==> config.mk <==
export PLATFORM = sky130hd
export DESIGN_NAME = get_cube
export DESIGN_NICKNAME = d
export VERILOG_FILES = /design/src/rtl/get_cube_pkg.sv /design/src/rtl/cube_vertex_rom.sv /design/src/rtl/get_cube.sv
export SDC_FILE = /design/constraint.sdc
export NUM_CORES = 1
export LEC_CHECK = 0
export ABC_AREA = 1
export BUFFER_PORTS_ARGS = -buffer_cell sky130_fd_sc_hd__buf_2
export CAP_MARGIN = 20
export CORE_ASPECT_RATIO = 1.25
export CORE_MARGIN = 1.5
export CORE_UTILIZATION = 38
export DETAILED_ROUTE_END_ITERATION = 8
export PLACE_DENSITY = 0.86
export SYNTH_ARGS = -nofsm -noshare
export SYNTH_HDL_FRONTEND = slang
export SYNTH_SLANG_ARGS = --single-unit
==> constraint.sdc <==
create_clock -name clk -period 0.8 [get_ports clk]
set_input_delay 0 -clock clk [delete_from_list [all_inputs] [get_ports clk]]
set_output_delay 0 -clock clk [all_outputs]
set_load 0.01 [all_outputs]
==> src/rtl/get_cube_pkg.sv <==
// rtl/get_cube_pkg.sv - shared constants, edge groups and edge-to-vertex mapping for get_cube
// Vertex indices: 0..3 are front corners F0..F3, 4..7 are back corners B0..B3.
package get_cube_pkg;

  localparam int N_LINES = 12;
  localparam int N_VERTS = 8;

  localparam logic [7:0] COL_FRONT = 8'hFF;
  localparam logic [7:0] COL_BACK  = 8'd1;
  localparam logic [7:0] COL_CONN  = 8'd2;
  localparam logic [7:0] COL_BLANK = 8'd0;

  typedef enum logic [1:0] {
    FRONT,
    BACK,
    CONN
  } edge_group_t;

  typedef struct packed {
    logic [2:0] v_start;
    logic [2:0] v_end;
  } vert_pair_t;

  function automatic edge_group_t edge_group(input logic [31:0] idx);
    if (idx < 32'd4)
      return FRONT;
    else if (idx < 32'd8)
      return BACK;
    else
      return CONN;
  endfunction

  // Face edges walk the ring k -> k+1 (mod 4); connectors join Fk to Bk.
  function automatic vert_pair_t edge_verts(input logic [31:0] idx);
    vert_pair_t p;
    logic [1:0] k;
    logic [1:0] k_next;
    k      = idx[1:0];
    k_next = k + 2'd1;
    if (idx < 32'd4) begin
      p.v_start = {1'b0, k};
      p.v_end   = {1'b0, k_next};
    end else if (idx < 32'd8) begin
      p.v_start = {1'b1, k};
      p.v_end   = {1'b1, k_next};
    end else begin
      p.v_start = {1'b0, k};
      p.v_end   = {1'b1, k};
    end
    return p;
  endfunction

endpackage

==> src/rtl/cube_vertex_rom.sv <==
// rtl/cube_vertex_rom.sv - combinational vertex index to screen (x,y) lookup
// All coordinates are elaboration constants; back face is the front face shifted by (OX, -OY).
module cube_vertex_rom
  import get_cube_pkg::*;
#(
  parameter int XY_BITW = 16,
  parameter int W       = 10,
  parameter int H       = 10,
  parameter int OX      = 5,
  parameter int OY      = 5
) (
  input  logic [2:0]         vid,
  output logic [XY_BITW-1:0] x,
  output logic [XY_BITW-1:0] y
);

  localparam logic [XY_BITW-1:0] X_FL = '0;
  localparam logic [XY_BITW-1:0] X_FR = XY_BITW'(W);
  localparam logic [XY_BITW-1:0] X_BL = XY_BITW'(OX);
  localparam logic [XY_BITW-1:0] X_BR = XY_BITW'(W + OX);
  localparam logic [XY_BITW-1:0] Y_FT = XY_BITW'(OY);
  localparam logic [XY_BITW-1:0] Y_FB = XY_BITW'(OY + H);
  localparam logic [XY_BITW-1:0] Y_BT = '0;
  localparam logic [XY_BITW-1:0] Y_BB = XY_BITW'(H);

  always_comb begin
    x = '0;
    y = '0;
    case (vid)
      3'd0: begin x = X_FL; y = Y_FT; end
      3'd1: begin x = X_FR; y = Y_FT; end
      3'd2: begin x = X_FR; y = Y_FB; end
      3'd3: begin x = X_FL; y = Y_FB; end
      3'd4: begin x = X_BL; y = Y_BT; end
      3'd5: begin x = X_BR; y = Y_BT; end
      3'd6: begin x = X_BR; y = Y_BB; end
      3'd7: begin x = X_BL; y = Y_BB; end
      default: begin x = '0; y = '0; end
    endcase
  end

endmodule

==> src/rtl/get_cube.sv <==
// rtl/get_cube.sv - registered edge lookup for an oblique-projected wireframe cuboid
// Optional GET_CUBE_HIDDEN_EN blanks the colour of the three edges touching hidden vertex B3.
module get_cube
  import get_cube_pkg::*;
#(
  parameter int XY_BITW = 16,
  parameter int LINEW   = 4,
  parameter int COLORW  = 3,
  parameter int WIDTH   = 10,
  parameter int HEIGHT  = 10,
  parameter int DEPTH   = 5,
  parameter int ADJ_DEG = 45,
  parameter int SCALE   = 1
) (
  input  logic               clk,
  input  logic               rst,
  input  logic [LINEW-1:0]   line_id,
  output logic [COLORW-1:0]  color,
  output logic [XY_BITW-1:0] x0,
  output logic [XY_BITW-1:0] y0,
  output logic [XY_BITW-1:0] x1,
  output logic [XY_BITW-1:0] y1
);

  localparam int W  = WIDTH * SCALE;
  localparam int H  = HEIGHT * SCALE;
  localparam int D  = DEPTH * SCALE;
  localparam int OX = (ADJ_DEG == 90) ? 0 : D;
  localparam int OY = (ADJ_DEG == 0)  ? 0 : D;

  localparam logic [COLORW-1:0] C_FRONT = '1;
  localparam logic [COLORW-1:0] C_BACK  = COLORW'(COL_BACK);
  localparam logic [COLORW-1:0] C_CONN  = COLORW'(COL_CONN);
  localparam logic [COLORW-1:0] C_BLANK = COLORW'(COL_BLANK);

  generate
    if (ADJ_DEG != 0 && ADJ_DEG != 45 && ADJ_DEG != 90) begin : g_bad_angle
      $error("get_cube: ADJ_DEG must be 0, 45 or 90");
    end
    if (((W + OX) >> XY_BITW) != 0 || ((OY + H) >> XY_BITW) != 0) begin : g_bad_width
      $error("get_cube: cuboid extent does not fit in XY_BITW bits");
    end
  endgenerate

  logic [31:0]        idx;
  logic               in_range;
  vert_pair_t         pair;
  edge_group_t        group;
  logic [XY_BITW-1:0] xs, ys, xe, ye;
  logic [COLORW-1:0]  color_d;
  logic [XY_BITW-1:0] x0_d, y0_d, x1_d, y1_d;

  assign idx      = 32'(line_id);
  assign in_range = (idx < 32'(N_LINES));
  assign pair     = edge_verts(idx);
  assign group    = edge_group(idx);

  cube_vertex_rom #(
    .XY_BITW(XY_BITW), .W(W), .H(H), .OX(OX), .OY(OY)
  ) u_rom_start (
    .vid(pair.v_start),
    .x  (xs),
    .y  (ys)
  );

  cube_vertex_rom #(
    .XY_BITW(XY_BITW), .W(W), .H(H), .OX(OX), .OY(OY)
  ) u_rom_end (
    .vid(pair.v_end),
    .x  (xe),
    .y  (ye)
  );

  always_comb begin
    color_d = C_BLANK;
    x0_d    = '0;
    y0_d    = '0;
    x1_d    = '0;
    y1_d    = '0;
    if (in_range) begin
      x0_d = xs;
      y0_d = ys;
      x1_d = xe;
      y1_d = ye;
      case (group)
        FRONT:   color_d = C_FRONT;
        BACK:    color_d = C_BACK;
        CONN:    color_d = C_CONN;
        default: color_d = C_BLANK;
      endcase
`ifdef GET_CUBE_HIDDEN_EN
      // B3 is the corner occluded by the front face; its edges keep geometry but draw blank.
      if (pair.v_start == 3'd7 || pair.v_end == 3'd7)
        color_d = C_BLANK;
`endif
    end
  end

  always_ff @(posedge clk) begin
    if (rst) begin
      color <= '0;
      x0    <= '0;
      y0    <= '0;
      x1    <= '0;
      y1    <= '0;
    end else begin
      color <= color_d;
      x0    <= x0_d;
      y0    <= y0_d;
      x1    <= x1_d;
      y1    <= y1_d;
    end
  end

endmodule

==> flow_summary.yaml, run 1 <==
sta:
  slew_viol_final: 0
  timing.hold.ws_ps: 25.4
  setup_tns_ps: 0
  finalHoldViolations: 0
  fin_crit_sh: 0.917
  fmax_ghz: 1.36
  rsz0062_at_grt: "no"
  finalSetupViolCount: 0
  finalCriticalPeriod_ps: 734
logic_synthesis:
  synth_cells: 95
  ys_warn_count: 0
  synth_top_area_frac: 0.570
  synthesis.area_um2: 751
  avgSynthCellArea_um2: 7.90
  synth.area.top_cells: "buf_4 (57%), dfxtp_1 (27%), inv_1 (5.0%), a21oi_1 (3.3%), nand2_1 (3.0%)"
  synth_area_leader_cell: "buf_4"
  ys_types: 11
  ys_ff_latch: 10
  ys_seq_area_frac: 0.267
cells_and_area:
  final_core_util: 0.390
  fillCellCount: 188
  antennaDiodeCount: 0
  final_nets: 124
  design_area_um2: 706
  layout-drive-gt1-share: 0.241
  area_growth_pct: -6.00
worst_setup_path:
  path_class: "input pin to register"
  worstPathArrival_ps: 910
  crit_path_start_kind: "input pin"
  end_kind: "register"
  cp_max_fo: 7
  cpPeakStageDelay_ps: 570
  crit_buf_inv: 2
  critical_path.top_delay_family: "buffers and inverters"
  cp_slowest_cell: "dlygate4sd3_1"
  path_cells: "buf_2, dlygate4sd3_1, nor3_1"
  cp.required_ps: 980
placement:
  dpl.hpwl_um: 733
  io_buffers: 24
  place_area_um2: 643
  gp_congestion: 0.836
pwr:
  p_total_w: 0.00113
  leakagePower_nw: 0.482
  power_density_nw_per_um2: 1610
  ir_drop_v: 0.000368
cts:
  tritoncts: "done"
  post_cts_buffers: 0
  cts_buffers: 3
  clk_pin_slew_ps: 60
  numClockSinks: 10
  cts_resized: 0
  ctsHoldBuffers: 4
  clockRootBuffer: "clkbuf_4"
  htree_num_levels: 1
  cts_buffer_depth: 2
die:
  fp.dieArea_um2: 2250
  initial_core_util: 0.415
  dieWidth_um: 42.8
  placementRows: 17
  core_um2: 1810
  ios: 73
  die_h_um: 52.7
routing:
  drt.antenna.violating_nets: 0
  drt_iter0_markers: 3
  drc: 0
  routedWlPerCell_um: 6.76
  viasPerCell: 3.47
  vias: 468
  drtPass1Iterations: 4
  wl_um: 912
status:
  outcome: "finished, final reports clean"
grt:
  grt_pass1_wl_mm: 1.13
  overflow: 0
  grt_antenna_before_repair: 0
  grt_pass1_vias: 297
  grt_max_degree: 8
  grtUsageTotal: 0.0715
worst_hold_path:
  hp-class: "input pin to register"
run:
  max_cap_viol_count: 0
==> cells by family after synthesis <==
logic type | after synthesis | synth area share
and+or+nand+nor | 11 | 0.0683
other | 1 | 0.00500
buffers and inverters | 67 | 0.620
AOI/OAI and AO/OA | 6 | 0.0400
DFF | 10 | 0.267
==> power breakdown <==
| group | switching [W] | internal (W) |
|---|---|---|
| registers | 0.0000105 | 0.000530 |
| clock network | 0.000146 | 0.000172 |
| logic | 0.000198 | 0.0000773 |
==> Yosys cell counts, drive strengths merged <==
cell type  instances
a21oi              5
dfxtp             10
nand2              6
o21ai              1
nand3              2
inv               10
nor2               1
conb               1
buf               57
nor3               2
==> registers in the layout, summed over array words and instances, names as in the netlist <==
name	count
y0	2
x0	2
x1	2
y1	1
color	3
==> placed cells by master, fill, tap and decap left out <==
master | synthesis | final
dlygate4sd3_1 | 0 | 4
clkbuf_4 | 0 | 3
nand3_1 | 1 | 1
nand2_1 | 6 | 6
conb_1 | 1 | 48
o21ai_0 | 1 | 1
a21oi_1 | 5 | 5
nor3_1 | 2 | 2
inv_1 | 10 | 10
nor2_1 | 1 | 1
dfxtp_1 | 10 | 10
buf_2 | 0 | 24
nand3_2 | 1 | 1
==> final timing paths <==
check	to	cells after the start	startpoint	slack, ps
setup / recovery	x0[2]	3	line_id[3]	70
hold / removal	x0[2]	3	line_id[2]	30
==> through the flow <==
stage          setup WS (ps)  instances
2_1_floorplan            293        142
3_3_place_gp             167        128
3_5_place_dp             160        128
4_1_cts                 81.2        135
5_1_grt                 40.4        135
6_report                66.4        135
==> routing by layer <==
layer / track usage / vias to the layer above / part of all wire
met5: 0 / - / 0
met4: 0.0625 / 0 / 0.025
met3: 0.0345 / 4 / 0.21
met2: 0.134 / 56 / 0.47
met1: 0.0514 / 186 / 0.29
li1: - / 222 / -
==> area by class of cell <==
class	instances	area, µm²	area share
Multi-Input combinational cell	65	262	0.371
Tap cell	19	23.8	0.0337
Clock buffer	3	22.5	0.0319
Inverter	10	37.5	0.0532
Sequential cell	10	200	0.284
Timing Repair Buffer	28	160	0.227
(Power assumes the default switching activity.)
==> inputs of run 2 (changes only) <==
- REMOVE_ABC_BUFFERS: default -> 1
==> run 2 against run 1 <==
  * Die area stayed put
  * Fmax is 0.49% higher
  * Wire length is 7.9% higher
  * Clock-buffer cell count stayed put
  * Worst hold slack worse by 21 ps
  * Design area is 1.4% lower
  * Worst setup slack better by 3.6 ps
  * Sequential share of layout area is 0.41 points higher
  * First-iteration DRC count grew to 2.7 times the previous value
  * Clock power is 2% higher
  * Combinational power is 2% lower
  * Critical path type is now register to primary output
  * Largest cell class unchanged
==> flow_summary.yaml, run 2 (synthesized netlist as in run 1, its figures left out) <==
worst_setup_path:
  crit_buf_inv: 1
  path_class: "register to primary output"
  cp_slowest_cell: "dfxtp_1"
  cp_max_fo: 3
  critical_path.top_delay_family: "flip-flops"
  end_kind: "primary output"
  cp.required_ps: 800
  path_cells: "buf_2"
  cpPeakStageDelay_ps: 340
  crit_path_start_kind: "register"
  worstPathArrival_ps: 730
grt:
  busiest_layer: "met2"
  grt_pass1_wl_mm: 1.22
  met2_usage: 0.134
  grt_max_degree: 8
  use_met3: 0.0276
  grt_pass1_vias: 324
  use_met1: 0.0558
  grt_antenna_before_repair: 0
  overflow: 0
  grtUsageTotal: 0.0809
cells_and_area:
  antennaDiodeCount: 0
  largest_reg_flops: 3
  layout-drive-gt1-share: 0.243
  area_growth_pct: -7.33
  largest_register: "color"
  fillCellCount: 203
  instances_no_fill: 134
  final_nets: 123
  final_cell_mix: "conb_1 (48), buf_2 (24), inv_1 (10), dfxtp_1 (10), nand2_1 (6)"
  layout_commonest_cell: "conb_1"
routing:
  viasPerCell: 3.43
  wl_um: 984
  drt_iter0_markers: 8
  drtPass1Iterations: 3
  routedWlPerCell_um: 7.34
  drc: 0
  vias: 459
  drt.antenna.violating_nets: 0
sta:
  slew_viol_final: 0
  finalSetupViolCount: 0
  rsz0062_at_grt: "no"
  finalHoldViolations: 0
  setup_tns_ps: 0
  fmax_ghz: 1.37
  fin_crit_sh: 0.913
  finalCriticalPeriod_ps: 730
worst_hold_path:
  hp-class: "input pin to register"
  hold_end: "x0[2]"
  worstHoldStart: "line_id[3]"
  hold_path_depth: 2
cts:
  cts_resized: 0
  cts_buffers: 3
  tritoncts: "done"
  cts_buffer_depth: 2
  clockRootBuffer: "clkbuf_4"
  numClockSinks: 10
  ctsHoldBuffers: 3
  post_cts_buffers: 0
  clk_pin_slew_ps: 60
  htree_num_levels: 1
pwr:
  power_density_nw_per_um2: 1630
  leakagePower_nw: 0.478
  ir_drop_v: 0.000511
die:
  ios: 73
  dieWidth_um: 42.8
  initial_core_util: 0.415
  fp.dieArea_um2: 2250
  die_h_um: 52.7
  core_um2: 1810
  placementRows: 17
placement:
  gp_congestion: 0.773
  dpl.cell_count: 128
  io_buffers: 24
  dpl.hpwl_um: 822
status:
  outcome: "finished, final reports clean"
run:
  max_cap_viol_count: 0
==> run 2: cell types whose count changed in the layout (fill, tap and decap cells not counted) <==
cell           before  now
dlygate4sd3_1       4    3
==> run 2: how the worst max path moves through the flow <==
stage                     from  endpoint  cells after the start
floorplan             color[2]  color[2]                      0
global placement    line_id[3]     x1[1]                      4
detailed placement  line_id[3]     y1[1]                      6
CTS                        rst     x0[2]                      3
global route          color[2]  color[2]                      1
finish                color[2]     y1[0]                      1
==> run 2: final cells by class <==
cell class / count / area (µm²) / area share
Tap cell: 19 / 23.8 / 0.0342
Clock buffer: 3 / 22.5 / 0.0324
Inverter: 10 / 37.5 / 0.0540
Timing Repair Buffer: 27 / 150 / 0.216
Sequential cell: 10 / 200 / 0.288
Multi-Input combinational cell: 65 / 262 / 0.376
==> run 2: where the power goes <==
part | leakage, nW | internal, W | switching, W
registers | 0.0830 | 0.000530 | 0.0000113
logic | 0.381 | 0.0000740 | 0.000197
clock network | 0.0138 | 0.000173 | 0.000151
==> run 2: per-layer routing <==
| layer | part of all wire | up-vias |
|---|---|---|
| li1 | - | 221 |
| met1 | 0.28 | 186 |
| met2 | 0.51 | 49 |
| met3 | 0.18 | 3 |
| met4 | 0.029 | 0 |
| met5 | 0 | - |
==> run 2: stage by stage <==
stage                     setup WS [ps]  cell area, µm²   util  total power (W)  hold WS (ps)
after floorplan                     341             499      -         0.000724          71.1
after global placement              182             643  0.356         0.000803           213
after detailed placement            176             643  0.356         0.000809           226
after CTS                          62.7             696  0.385          0.00114          9.13
after global routing               36.0             696  0.385          0.00121          18.2
final                              69.9             696  0.385          0.00114          3.96
==> inputs of run 3 (changes only) <==
- CAP_MARGIN: 20 -> default
- PLACE_DENSITY: 0.86 -> 0.88
- clock period: 0.8 -> 0.9 ns (I/O delays scaled with it)
==> run 3 against run 2 <==
  * Utilization increased by 2.3 points
  * Die area unchanged
  * Sequential cell count unchanged
  * Largest power group unchanged
  * Worst setup slack got worse by 29 ps
  * Clock power increased by 21%
  * Combinational power decreased by 6%
  * First-iteration DRC count decreased by 38%
  * Worst hold slack improved by 39 ps
  * Global-route usage increased by 0.42 points
  * Critical endpoint is now x1[1]
==> flow_summary.yaml, run 3 (synthesized netlist as in run 1, its figures left out) <==
routing:
  drc: 0
  wl_um: 989
  vias: 478
  drt_iter0_markers: 5
  drt.antenna.violating_nets: 0
  routedWlPerCell_um: 7.27
  drtPass1Iterations: 4
  viasPerCell: 3.51
die:
  initial_core_util: 0.415
  core_um2: 1810
  placementRows: 17
  die_h_um: 52.7
  ios: 73
  dieWidth_um: 42.8
  fp.dieArea_um2: 2250
pwr:
  switchingPower_w: 0.000337
  p_int_w: 0.000790
  comb_power_share: 0.226
  p_sw_frac: 0.299
  power_density_nw_per_um2: 1530
  p_total_w: 0.00113
  leakagePower_nw: 0.492
  p_seq_frac: 0.427
  power_frac_clock: 0.347
  ir_drop_v: 0.000490
sta:
  setup_tns_ps: 0
  finalCriticalPeriod_ps: 859
  finalHoldViolations: 0
  fmax_ghz: 1.16
  fin_crit_sh: 0.955
  finalSetupViolCount: 0
  rsz0062_at_grt: "no"
  slew_viol_final: 0
grt:
  grt_pass1_wl_mm: 1.30
  grt_antenna_before_repair: 0
  overflow: 0
  grt_max_degree: 7
  grt_pass1_vias: 305
  grtUsageTotal: 0.0851
placement:
  dpl.hpwl_um: 841
  gp_congestion: 0.729
  io_buffers: 24
  place_area_um2: 643
run:
  max_cap_viol_count: 0
worst_hold_path:
  hold_end: "y1[1]"
  hp-class: "input pin to register"
  hold_path_depth: 3
  worstHoldStart: "line_id[3]"
cells_and_area:
  layout_commonest_cell: "conb_1"
  fillCellCount: 198
  largest_reg_flops: 3
  area_growth_pct: -1.83
  final_cell_mix: "conb_1 (48), buf_2 (23), dfxtp_1 (10)"
  final_nets: 124
  layout-drive-gt1-share: 0.282
  antennaDiodeCount: 0
  design_area_um2: 737
  largest_register: "color"
worst_setup_path:
  path_class: "input pin to register"
  cp_max_fo: 6
  cp.required_ps: 1090
  crit_path_start_kind: "input pin"
  end_kind: "register"
  worstPathArrival_ps: 1050
cts:
  htree_num_levels: 1
  cts_buffer_depth: 2
  numClockSinks: 10
  clockRootBuffer: "clkbuf_4"
  clk_pin_slew_ps: 60
  tritoncts: "done"
  post_cts_buffers: 0
  cts_buffers: 3
status:
  outcome: "finished, final reports clean"
-- run 3: changes by cell type in the layout (fill, tap and decap cells not counted), sizes merged --
cell         change
clkbuf           +1
dlygate4sd3      +1
-- run 3: worst max-delay path by stage --
stage	startpoint	endpoint
2_1_floorplan	color[2]	color[2]
3_3_place_gp	line_id[3]	y1[1]
3_5_place_dp	line_id[3]	y1[1]
4_1_cts	line_id[2]	x1[1]
5_1_grt	line_id[2]	y1[1]
6_report	line_id[2]	x1[1]
-- run 3: cell type report --
class                   count  area (µm²)  area share
flip-flops and latches     10         200       0.272
inverters                  10        37.5      0.0509
multi-input cells          65         273       0.370
well taps                  19        23.8      0.0323
repair buffers             28         166       0.226
clock buffers               4        36.3      0.0492
-- run 3: repair_timing --
| action | 4_1_cts | 5_1_grt |
|---|---|---|
| hold buffers | 3 | 1 |
| endpoints found under the setup margin | 0 | 5 |
| hold endpoints to repair | 4 | 1 |
| gates resized for setup | 0 | 7 |
-- run 3: layer usage --
| metal | global-route usage | part of all wire | vias up | wire (µm) |
|---|---|---|---|---|
| li1 | - | - | 225 | - |
| met1 | 0.0680 | 0.28 | 202 | 281 |
| met2 | 0.146 | 0.51 | 48 | 509 |
| met3 | 0.0345 | 0.17 | 3 | 173 |
| met4 | 0.0938 | 0.024 | 0 | 24 |
| met5 | 0 | 0 | - | 0 |
-- run 3: worst max-delay path: stages --
cell and delay, ps:
dlygate4sd3_1 560, buf_6 140, a21oi_2 130, nand2_1 90, a21oi_1 130
-- run 3: power by group through the flow --
stage	registers, W	logic, W	clock network, W
global route	0.000484	0.000280	0.000436
floorplan	0.000521	0.000123	0
detailed placement	0.000492	0.000228	0
CTS	0.000482	0.000238	0.000398
global placement	0.000492	0.000222	0
finish	0.000481	0.000255	0.000391
-- run 3: through the flow --
step	utilization	hold slack (ps)	std cells	setup slack, ps
6_report	0.408	43.2	136	40.8
5_1_grt	0.408	49.1	136	6.98
4_1_cts	0.392	4.92	135	15.7
3_5_place_dp	0.356	222	128	266
3_3_place_gp	0.356	212	128	289
2_1_floorplan	-	71.1	85	441
